**config.mk**
```make
export PLATFORM = sky130hd
export DESIGN_NAME = qam16_frame_sync
export DESIGN_NICKNAME = d
export VERILOG_FILES = /design/src/rtl/qam16_frame_sync.sv
export SDC_FILE = /design/constraint.sdc
export NUM_CORES = 1
export LEC_CHECK = 0
export ABC_AREA = 1
export ABC_CLOCK_PERIOD_IN_PS = 1500
export CAP_MARGIN = 30
export CORE_ASPECT_RATIO = 0.5
export CORE_MARGIN = 5
export CORE_UTILIZATION = 45
export CTS_CLUSTER_SIZE = 40
export DETAILED_ROUTE_END_ITERATION = 8
export PLACE_DENSITY = 0.76
export SETUP_SLACK_MARGIN = 0.2
export SYNTH_ARGS = -nofsm -noshare
export SYNTH_HDL_FRONTEND = slang
export SYNTH_SLANG_ARGS = --single-unit
```
**constraint.sdc**
```tcl
create_clock -name clk -period 1.5 [get_ports clk]
set_input_delay 0.3 -clock clk [delete_from_list [all_inputs] [get_ports clk]]
set_output_delay 0.3 -clock clk [all_outputs]
set_load 0.01 [all_outputs]
```
**src/rtl/qam16_frame_sync.sv**
```systemverilog
// qam16_frame_sync: finds frame alignment on a repeating 4-nibble sync word
// in the recovered QAM16 symbol stream. It runs a SEARCH/VERIFY/LOCK
// acquisition loop with flywheel tolerance and, once locked, packs payload
// nibbles into bytes with a frame-start marker.
module qam16_frame_sync #(
  parameter logic [15:0] SYNC_WORD     = 16'hEB90,
  parameter int          FRAME_NIBBLES = 64,
  parameter int          LOCK_CONFIRM  = 2,
  parameter int          LOSS_THRESH   = 3
) (
  input  logic       clk,
  input  logic       rst,
  input  logic       bitsync,
  input  logic [3:0] din,
  output logic [7:0] dout,
  output logic       dout_valid,
  output logic       frame_start,
  output logic       locked
);

  localparam int P     = FRAME_NIBBLES - 4;
  localparam int CNT_W = $clog2(FRAME_NIBBLES);

  typedef enum logic [1:0] {SEARCH, VERIFY, LOCK} state_t;

  state_t           state, state_nxt;
  logic [11:0]      sr;
  logic [CNT_W-1:0] cnt, cnt_nxt;
  logic [2:0]       hit_cnt, hit_nxt;
  logic [2:0]       miss_cnt, miss_nxt;
  logic [3:0]       hi;

  logic [15:0]      nv;
  logic             match;
  logic             boundary;
  logic             payload_stb;

  // The compare window includes the nibble arriving on this strobe, so only
  // the newest three nibbles need to be kept between strobes.
  assign nv          = {sr, din};
  assign match       = (nv == SYNC_WORD);
  assign boundary    = (cnt == CNT_W'(FRAME_NIBBLES - 1));
  assign payload_stb = bitsync && (state == LOCK) && (cnt < CNT_W'(P));
  assign locked      = (state == LOCK);

  // Acquisition state, symbol history and frame counters advance on strobes only.
  always_ff @(posedge clk) begin
    if (rst) begin
      state    <= SEARCH;
      sr       <= '0;
      cnt      <= '0;
      hit_cnt  <= '0;
      miss_cnt <= '0;
    end else begin
      state    <= state_nxt;
      cnt      <= cnt_nxt;
      hit_cnt  <= hit_nxt;
      miss_cnt <= miss_nxt;
      if (bitsync) sr <= nv[11:0];
    end
  end

  // Next-state logic: SEARCH tests every strobe, VERIFY/LOCK only the boundary.
  always_comb begin
    state_nxt = state;
    cnt_nxt   = cnt;
    hit_nxt   = hit_cnt;
    miss_nxt  = miss_cnt;
    if (bitsync) begin
      cnt_nxt = boundary ? '0 : cnt + CNT_W'(1);
      unique case (state)
        SEARCH: begin
          if (match) begin
            state_nxt = VERIFY;
            cnt_nxt   = '0;
            hit_nxt   = 3'd1;
          end
        end
        VERIFY: begin
          if (boundary) begin
            if (match) begin
              hit_nxt = hit_cnt + 3'd1;
              if (hit_nxt == 3'(LOCK_CONFIRM)) begin
                state_nxt = LOCK;
                miss_nxt  = '0;
              end
            end else begin
              state_nxt = SEARCH;
              hit_nxt   = '0;
            end
          end
        end
        LOCK: begin
          if (boundary) begin
            if (match) begin
              miss_nxt = '0;
            end else begin
              // Flywheel: keep the assumed boundary until enough misses pile up.
              miss_nxt = miss_cnt + 3'd1;
              if (miss_nxt == 3'(LOSS_THRESH)) state_nxt = SEARCH;
            end
          end
        end
        default: state_nxt = SEARCH;
      endcase
    end
  end

  // Byte packer: even payload nibbles park in hi, odd ones complete a byte.
  always_ff @(posedge clk) begin
    if (rst) begin
      dout        <= '0;
      dout_valid  <= 1'b0;
      frame_start <= 1'b0;
      hi          <= '0;
    end else begin
      dout_valid  <= 1'b0;
      frame_start <= 1'b0;
      if (payload_stb) begin
        if (!cnt[0]) begin
          hi <= din;
        end else begin
          dout        <= {hi, din};
          dout_valid  <= 1'b1;
          frame_start <= (cnt == CNT_W'(1));
        end
      end
    end
  end

endmodule

```
==> results.md, run 1 <==
| Group | Quantity | This run |
| --- | --- | --- |
| outcome | Status | finished, final reports clean |
| detailed routing | Via-per-instance ratio | 5.44 |
| worst setup path | Cell family contributing the most delay on the critical path | simple AND/OR/NAND/NOR gates |
| power and ir drop | Max IR drop VDD | 0.000695 V |
| synthesis | YS warnings | 0 |
| die | Chip Width | 102 um |
| synthesis | Post-synthesis net count | 281 |
| placement | Count of buffers from port buffering | 17 |
| synthesis | Leading post-synthesis cells by cell area | sky130_fd_sc_hd__dfxtp_1, sky130_fd_sc_hd__nor2_1, sky130_fd_sc_hd__nand2_1, sky130_fd_sc_hd__a21oi_1, sky130_fd_sc_hd__o21ai_0 |
| placement | Setup WS pre-CTS | -0.298 ns |
| cts | Clock tree from TritonCTS | built |
| cts | CTS Root Buffer Type | sky130_fd_sc_hd__clkbuf_8 |
| worst setup path | Worst setup EP type | flop |
| timing | Peak Freq | 674 MHz |
| synthesis | Portion of the post-synthesis area used by sequential elements | 42.3% |
| worst setup path | Crit path depth | 9 |
| power and ir drop | Pwr per Cell Area | 872 nW/um^2 |
| power and ir drop | Static leakage | 1.28 nW |
| worst setup path | Flop2flop setup slack | 0.02 ns |
| die | Die area | 5680 sq um |
| cts | Cts-stage hold buffer count | 0 |
| final layout | Antenna Diode Count | 0 |
| worst setup path | Critical path's slowest cell | sky130_fd_sc_hd__dfxtp_4 |
| min path | Type of the worst min-delay path | input pin to flop |
| worst setup path | Crit path largest cell delay | 0.37 ns |
| worst setup path | Class of the most critical setup path | flop to flop |
| grt | Total grt overflow | 0 |
| min path | Worst hold endpoint | dout[1]$_SDFFE_PP0N_ |
| detailed routing | DRT Wirelength | 6180 um |
| timing | Final worst slack | 0.0161 ns |
| synthesis | Biggest area consumer among synthesized cells | sky130_fd_sc_hd__dfxtp_1 |
| worst setup path | Reg-to-reg critical path startpoint | cnt[1]$_SDFFE_PP0P_ |
| timing | Worst Skew | 0.00761 ns |
| final layout | Layout Nets | 337 |
| synthesis | Proportion of netlist area held by the largest area contributor | 42.3% |
| synthesis | Post-synth EDFFs | 0 |
| synthesis | Synthesized netlist cell count | 268 |
| synthesis | Asr flop ratio synth | 0% |
| detailed routing | Antenna Violating Nets Remaining | 0 |
| synthesis | Mean Syn Cell Area | 7.06 sq um |
| timing | Setup TNS after final layout | 0 ns |
| timing | Relative max-transition margin | 77.6% |
| placement | Routability cong. | 0.842 |
| worst setup path | Peak fanout along the critical path | 3 |
| worst setup path | Required arrival time at the worst endpoint | 1.70 ns |
| timing | Slew at the pin closest to its max-slew limit | 0.336 ns |
| placement | Post-detail-place hpwl | 3050 um |
| cts | Sinks on the clock net | 40 |
| timing | Total count of max-transition violations in the final report | 0 |
| worst setup path | Data arrival at the endpoint of the critical path | 1.69 ns |
| detailed routing | Number of search-and-repair iterations in the first detailed-routing pass | 4 |
| timing | Setup repair after global routing missed its margin | true |
| detailed routing | Remaining routing DRC violations | 0 |
| cts | Total clock buffers created by CTS | 5 |
| worst setup path | Terminus of the critical flop-to-flop path | miss_cnt[0]$_SDFFE_PP0P_ |
| min path | Min-Delay Startpoint | din[1] |
| worst setup path | Nature of the critical path startpoint | flop |
| die | Starting density of the core | 47.5% |
| synthesis | Count of state elements after synthesis | 40 |
| die | Count of boundary I/O pins | 18 |
| cts | Clock latency on the worst-skew pair | 0.30 ns |
| grt | Overall global routing resource usage | 19.3% |
| die | Die H | 55.9 um |
| worst setup path | Buffers plus inverters on the worst setup path | 2 |
| die | Number of rows in the core area | 16 |
| grt | Initial antenna violation count | 0 |
| synthesis | Synthesized area | 1890 sq um |
| worst setup path | Critical path startpoint | cnt[1]$_SDFFE_PP0P_ |
| cts | Max Buffers Root-to-Sink | 2 |
| grt | Number of global-route vias before repair | 1,877 |
| detailed routing | Routed wire length per instance | 16.3 um |
| job | Number of maximum-capacitance constraint violations | 0 |
| detailed routing | Routed vias | 2,062 |
| timing | Final setup violation count | 0 |
| detailed routing | Starting DRC count in detailed routing | 203 |
| timing | Crit path time final | 1.48 ns |
| timing | Final Hold Viols | 0 |
| final layout | Fraction of layout cells with a size suffix above 1 | 42.2% |
| min path | Cells on Worst Hold Path | 3 |
| synthesis | Most frequently used flop master after synthesis | sky130_fd_sc_hd__dfxtp_1 |
| grt | Pin count of the biggest net entering global routing | 29 |
| final layout | P&R area growth vs syn | 50.3% |
| worst setup path | Depth of the most critical reg-to-reg path | 9 |
| timing | Share of the clock period used by the worst path after layout | 98.9% |
| cts | Number of levels the H-tree was split into | 2 |
| cts | Register clock-pin slew on the reported worst setup and hold paths | 0.09 ns |
| die | Core region area | 3980 sq um |
| worst setup path | Critical-path cell list | ha_4 -> nand3_4 -> nor2_4 -> buf_4 -> nand4_1 -> nand2_2 -> nand2_4 -> o21ai_2 -> inv_1 |
| synthesis | Number of distinct library cells after synthesis | 27 |
| grt | First-pass GRT wire length | 8710 um |
[cell usage after synthesis, types with 2 or more instances]
| cell type | instances |
|---|---|
| sky130_fd_sc_hd__nand3_1 | 9 |
| sky130_fd_sc_hd__nand4_1 | 3 |
| sky130_fd_sc_hd__o21ai_1 | 3 |
| sky130_fd_sc_hd__inv_1 | 34 |
| sky130_fd_sc_hd__inv_2 | 3 |
| sky130_fd_sc_hd__a21oi_2 | 2 |
| sky130_fd_sc_hd__nand2_2 | 2 |
| sky130_fd_sc_hd__ha_1 | 6 |
| sky130_fd_sc_hd__nor2_4 | 2 |
| sky130_fd_sc_hd__dfxtp_1 | 40 |
| sky130_fd_sc_hd__o21ai_0 | 26 |
| sky130_fd_sc_hd__nor2_2 | 2 |
| sky130_fd_sc_hd__nand2_1 | 45 |
| sky130_fd_sc_hd__nor2_1 | 46 |
| sky130_fd_sc_hd__a21oi_1 | 26 |
| sky130_fd_sc_hd__nor3_1 | 2 |
| sky130_fd_sc_hd__clkbuf_1 | 7 |
[metal layers]
layer	global-route usage [%]	routed length (um)
met5	0	0
met2	32.0	2900
met4	9.09	218
met1	23.4	2680
met3	4.76	374
[placed cells by master, fill, tap and decap left out, types with 3 or more instances in the layout]
cell                            instances
sky130_fd_sc_hd__nor2_4                13
sky130_fd_sc_hd__nand4_1                3
sky130_fd_sc_hd__dfxtp_1               20
sky130_fd_sc_hd__nand3_1                5
sky130_fd_sc_hd__dfxtp_4                7
sky130_fd_sc_hd__nor2_2                 7
sky130_fd_sc_hd__nand2_4                7
sky130_fd_sc_hd__o21ai_0               25
sky130_fd_sc_hd__ha_1                   3
sky130_fd_sc_hd__buf_6                  7
sky130_fd_sc_hd__a21oi_1               24
sky130_fd_sc_hd__nand2_2               12
sky130_fd_sc_hd__inv_2                 11
sky130_fd_sc_hd__nand3_2                3
sky130_fd_sc_hd__clkbuf_8               5
sky130_fd_sc_hd__nand2_1               28
sky130_fd_sc_hd__buf_4                 31
sky130_fd_sc_hd__dfxtp_2               13
sky130_fd_sc_hd__nor2_1                30
sky130_fd_sc_hd__dlygate4sd2_1         15
sky130_fd_sc_hd__a21oi_2                4
sky130_fd_sc_hd__inv_1                 25
[area by class of cell]
class,instances,area (sq um)
clock buffers,5,68.8
clock inverters,3,46.3
fillers,270,1140
inverters,37,141
multi-input cells,183,1180
flip-flops and latches,40,843
well taps,54,67.6
repair buffers,57,498
[how the worst max path moves through the flow]
stage | to | slack [ns]
final | miss_cnt[0]$_SDFFE_PP0P_ | 0.02
after global routing | miss_cnt[0]$_SDFFE_PP0P_ | -0.09
after CTS | locked | 0.12
after detailed placement | cnt[4]$_SDFFE_PP0P_ | -0.30
after global placement | cnt[4]$_SDFFE_PP0P_ | -0.22
after floorplan | state[0]$_SDFFE_PP0P_ | 0.21
[worst register-to-register path, stage by stage, from the launching register on]
cell	delay, ns
sky130_fd_sc_hd__dfxtp_4	0.37
sky130_fd_sc_hd__ha_4	0.18
sky130_fd_sc_hd__nand3_4	0.09
sky130_fd_sc_hd__nor2_4	0.14
sky130_fd_sc_hd__buf_4	0.13
sky130_fd_sc_hd__nand4_1	0.11
sky130_fd_sc_hd__nand2_2	0.13
sky130_fd_sc_hd__nand2_4	0.07
sky130_fd_sc_hd__o21ai_2	0.12
sky130_fd_sc_hd__inv_1	0.06
[metrics by stage]
step	util (%)	hold slack [ns]	instances	power, W	instance area, sq um
4_1_cts	65.9	0.449	369	0.00240	2630
6_report	71.4	0.469	379	0.00248	2840
3_3_place_gp	56.1	0.467	346	0.00143	2240
5_1_grt	71.4	0.490	379	0.00257	2840
2_1_floorplan	-	0.448	268	0.00133	1910
3_5_place_dp	56.1	0.462	346	0.00144	2240
[sequential cells by signal (all words and copies together) (netlist names)]
signal / cells
dout_valid: 1
hit_cnt: 3
frame_start: 1
dout: 8
cnt: 6
miss_cnt: 3
sr: 12
hi: 4
state: 2
[repair_timing]
action	in CTS	in global routing
setup endpoints to repair	38	26
buffers inserted	15	10
pin swaps	21	31
resized for setup	74	52
[logic make-up after synthesis]
| logic type | Yosys count | synth area share [%] |
|---|---|---|
| AOI/OAI and AO/OA | 61 | 17.5 |
| DFF | 40 | 42.3 |
| adders and majority gates | 6 | 3.97 |
| buffers and inverters | 45 | 9.13 |
| xor gates and xnor gates | 1 | 0.463 |
| and+or+nand+nor | 115 | 26.6 |
[power breakdown]
| part | internal [W] | total, W | leakage [nW] | switching (W) |
|---|---|---|---|---|
| sequential | 0.00110 | 0.00114 | 0.336 | 0.0000403 |
| clock | 0.000502 | 0.000936 | 0.0548 | 0.000435 |
| combinational | 0.000160 | 0.000400 | 0.893 | 0.000240 |
Note: power is estimated with default switching activity, not from simulation.
==> inputs of run 2 (changes only) <==
CORE_ASPECT_RATIO = 1.75   (was 0.5)
CTS_CLUSTER_DIAMETER = 150   (was not set)
==> run 2 against run 1 <==
Sequential share of layout area up 0.37 points. Utilization shrank 4.1 points. Clock power shrank 5.7%. Clock skew barely moved. Register-to-register slack better by 0.11 ns. Total power is 4.7% lower. Combinational power down 16%. Worst hold slack got worse by 0.039 ns. Non-clock buffer count fell by 3. Sequential power hardly changed. Die area fell by 0.48%. Worst setup slack better by 0.11 ns.
==> results.md, run 2 (synthesized netlist as in run 1, its figures left out) <==
| Group | Quantity | This run |
| --- | --- | --- |
| outcome | Status | finished, final reports clean |
| power and ir drop | Pwr per Cell Area | 854 nW/um^2 |
| detailed routing | Antenna Violating Nets Remaining | 0 |
| grt | Pin count of the biggest net entering global routing | 25 |
| power and ir drop | Switching component of the power | 0.000622 W |
| final layout | Final Cell Area | 2770 sq um |
| placement | Count of buffers from port buffering | 17 |
| detailed routing | Routed wire length per instance | 13.4 um |
| job | Number of maximum-capacitance constraint violations | 0 |
| die | Number of rows in the core area | 31 |
| grt | Initial antenna violation count | 0 |
| worst setup path | Peak fanout along the critical path | 3 |
| worst setup path | Critical path's slowest cell | sky130_fd_sc_hd__dfxtp_2 |
| worst setup path | Crit path largest cell delay | 0.37 ns |
| cts | Clock tree from TritonCTS | built |
| final layout | Layout Nets | 334 |
| power and ir drop | Net switching fraction of the power | 26.3% |
| worst setup path | Required arrival time at the worst endpoint | 1.70 ns |
| timing | Setup TNS after final layout | 0 ns |
| worst setup path | Nature of the critical path startpoint | flop |
| die | Chip Width | 59.0 um |
| cts | CTS Root Buffer Type | sky130_fd_sc_hd__clkbuf_8 |
| worst setup path | Class of the most critical setup path | flop to flop |
| power and ir drop | Static leakage | 1.24 nW |
| power and ir drop | Reg power frac | 48.5% |
| cts | Number of levels the H-tree was split into | 2 |
| final layout | Largest register by flop count | sr |
| grt | First-pass GRT wire length | 7820 um |
| power and ir drop | Combinational power share | 14.2% |
| placement | Cell area after placement | 2230 sq um |
| detailed routing | Starting DRC count in detailed routing | 39 |
| power and ir drop | Internal power component | 0.00174 W |
| cts | Max Buffers Root-to-Sink | 2 |
| final layout | Largest registers in the final layout | sr (12), dout (8), cnt (6) |
| final layout | Fraction of layout cells with a size suffix above 1 | 39.4% |
| placement | Post-detail-place hpwl | 3040 um |
| final layout | Antenna Diode Count | 0 |
| detailed routing | DRT Wirelength | 4970 um |
| timing | Share of the clock period used by the worst path after layout | 91.3% |
| cts | Clock latency on the worst-skew pair | 0.30 ns |
| timing | Setup repair after global routing missed its margin | true |
| detailed routing | Via-per-instance ratio | 5.04 |
| detailed routing | Routed vias | 1,871 |
| grt | Total grt overflow | 0 |
| timing | Peak Freq | 730 MHz |
| worst setup path | Worst setup EP type | flop |
| power and ir drop | Max IR drop VDD | 0.000883 V |
| timing | Final setup violation count | 0 |
| detailed routing | Number of search-and-repair iterations in the first detailed-routing pass | 4 |
| die | Count of boundary I/O pins | 18 |
| die | Die area | 5650 sq um |
| grt | Overall global routing resource usage | 18.1% |
| timing | Crit path time final | 1.37 ns |
| final layout | Most common library cell in the layout ignoring fill and taps | sky130_fd_sc_hd__nor2_1 |
| worst setup path | Data arrival at the endpoint of the critical path | 1.57 ns |
| placement | Routability cong. | 0.806 |
| final layout | Flip-flop count of the largest register, all copies and words added | 12 |
| timing | Worst Skew | 0.00791 ns |
| worst setup path | Critical-path cell list | nand2_4 -> nor2_4 -> nand2_8 -> a21oi_4 -> and2_4 -> nand2_4 -> o21ai_2 -> inv_1 |
| die | Die H | 95.8 um |
| cts | Sinks on the clock net | 40 |
| detailed routing | Remaining routing DRC violations | 0 |
| timing | Total count of max-transition violations in the final report | 0 |
| power and ir drop | Clock power share | 37.4% |
| cts | Total clock buffers created by CTS | 5 |
| grt | Number of global-route vias before repair | 1,817 |
| worst setup path | Most Frequent Cell on Critical Path | sky130_fd_sc_hd__nand2_4 |
| timing | Relative max-transition margin | 81.9% |
| timing | Slew at the pin closest to its max-slew limit | 0.271 ns |
| timing | Final Hold Viols | 0 |
| final layout | Top library cells by usage in the layout, fill and taps aside | sky130_fd_sc_hd__nor2_1, sky130_fd_sc_hd__nand2_1, sky130_fd_sc_hd__buf_4, sky130_fd_sc_hd__inv_1, sky130_fd_sc_hd__a21oi_1 |
| min path | Type of the worst min-delay path | input pin to flop |
| cts | Register clock-pin slew on the reported worst setup and hold paths | 0.08 ns |
| die | Core region area | 4110 sq um |
| die | Starting density of the core | 46.0% |
| final layout | P&R area growth vs syn | 46.3% |
run 2: changes by cell type in the layout (fill, tap and decap cells not counted), moves of 6 or more:
cell                      delta
sky130_fd_sc_hd__nor2_4      -6
sky130_fd_sc_hd__nor2_1      +8
sky130_fd_sc_hd__o21ai_2     +7
sky130_fd_sc_hd__o21ai_0     -8
run 2: worst paths after layout:
kind                        from                       end  slack [ns]  cells after the start
max          cnt[4]$_SDFFE_PP0P_  miss_cnt[0]$_SDFFE_PP0P_        0.13                      8
min                       din[3]        sr[3]$_SDFFE_PP0P_        0.43                      3
max reg2reg  cnt[4]$_SDFFE_PP0P_  miss_cnt[0]$_SDFFE_PP0P_        0.13                      8
min reg2reg   sr[1]$_SDFFE_PP0P_        sr[5]$_SDFFE_PP0P_        0.47                      2
run 2: power by group through the flow:
| stage | sequential [W] | clock (W) | combinational (W) |
|---|---|---|---|
| 3_3_place_gp | 0.00116 | 0 | 0.000267 |
| 2_1_floorplan | 0.00116 | 0 | 0.000170 |
| 4_1_cts | 0.00114 | 0.000900 | 0.000295 |
| 3_5_place_dp | 0.00116 | 0 | 0.000270 |
| 6_report | 0.00114 | 0.000883 | 0.000335 |
| 5_1_grt | 0.00115 | 0.000937 | 0.000368 |
run 2: worst max-delay path, delay by kind of cell, from the launching register on:
kind	cells	cell delay, ns
AOI/OAI and AO/OA	2	0.26
buffers and inverters	1	0.04
DFF	1	0.37
and+or+nand+nor	5	0.59
run 2: area by class of cell:
cell class	instances	area (sq um)
clock buffers	5	68.8
flip-flops and latches	40	831
well taps	49	61.3
clock inverters	3	42.5
multi-input cells	183	1140
repair buffers	54	480
inverters	37	139
fillers	329	1340
run 2: layer usage:
| layer | global-route usage (%) | wire [um] |
|---|---|---|
| met1 | 18.5 | 1790 |
| met2 | 33.9 | 2890 |
| met3 | 3.22 | 153 |
| met4 | 9.07 | 136 |
| met5 | 0 | 0 |
run 2: timing repair:
item | 4_1_cts | 5_1_grt
endpoints found under the setup margin | 36 | 28
hold buffers | 0 | 0
pin swaps | 28 | 18
setup buffers | 14 | 8
cloned | 0 | 1
endpoints found under the hold margin | 0 | 0
gates resized for setup | 61 | 49
run 2: per-stage QoR:
stage	utilization [%]	instances	power, W	setup slack [ns]	hold WS (ns)
6_report	67.3	371	0.00236	0.130	0.431
3_5_place_dp	54.4	340	0.00143	-0.237	0.470
5_1_grt	67.3	371	0.00246	0.0359	0.439
4_1_cts	62.2	362	0.00233	0.0894	0.423
3_3_place_gp	54.4	340	0.00143	-0.207	0.457
2_1_floorplan	-	268	0.00133	0.210	0.448
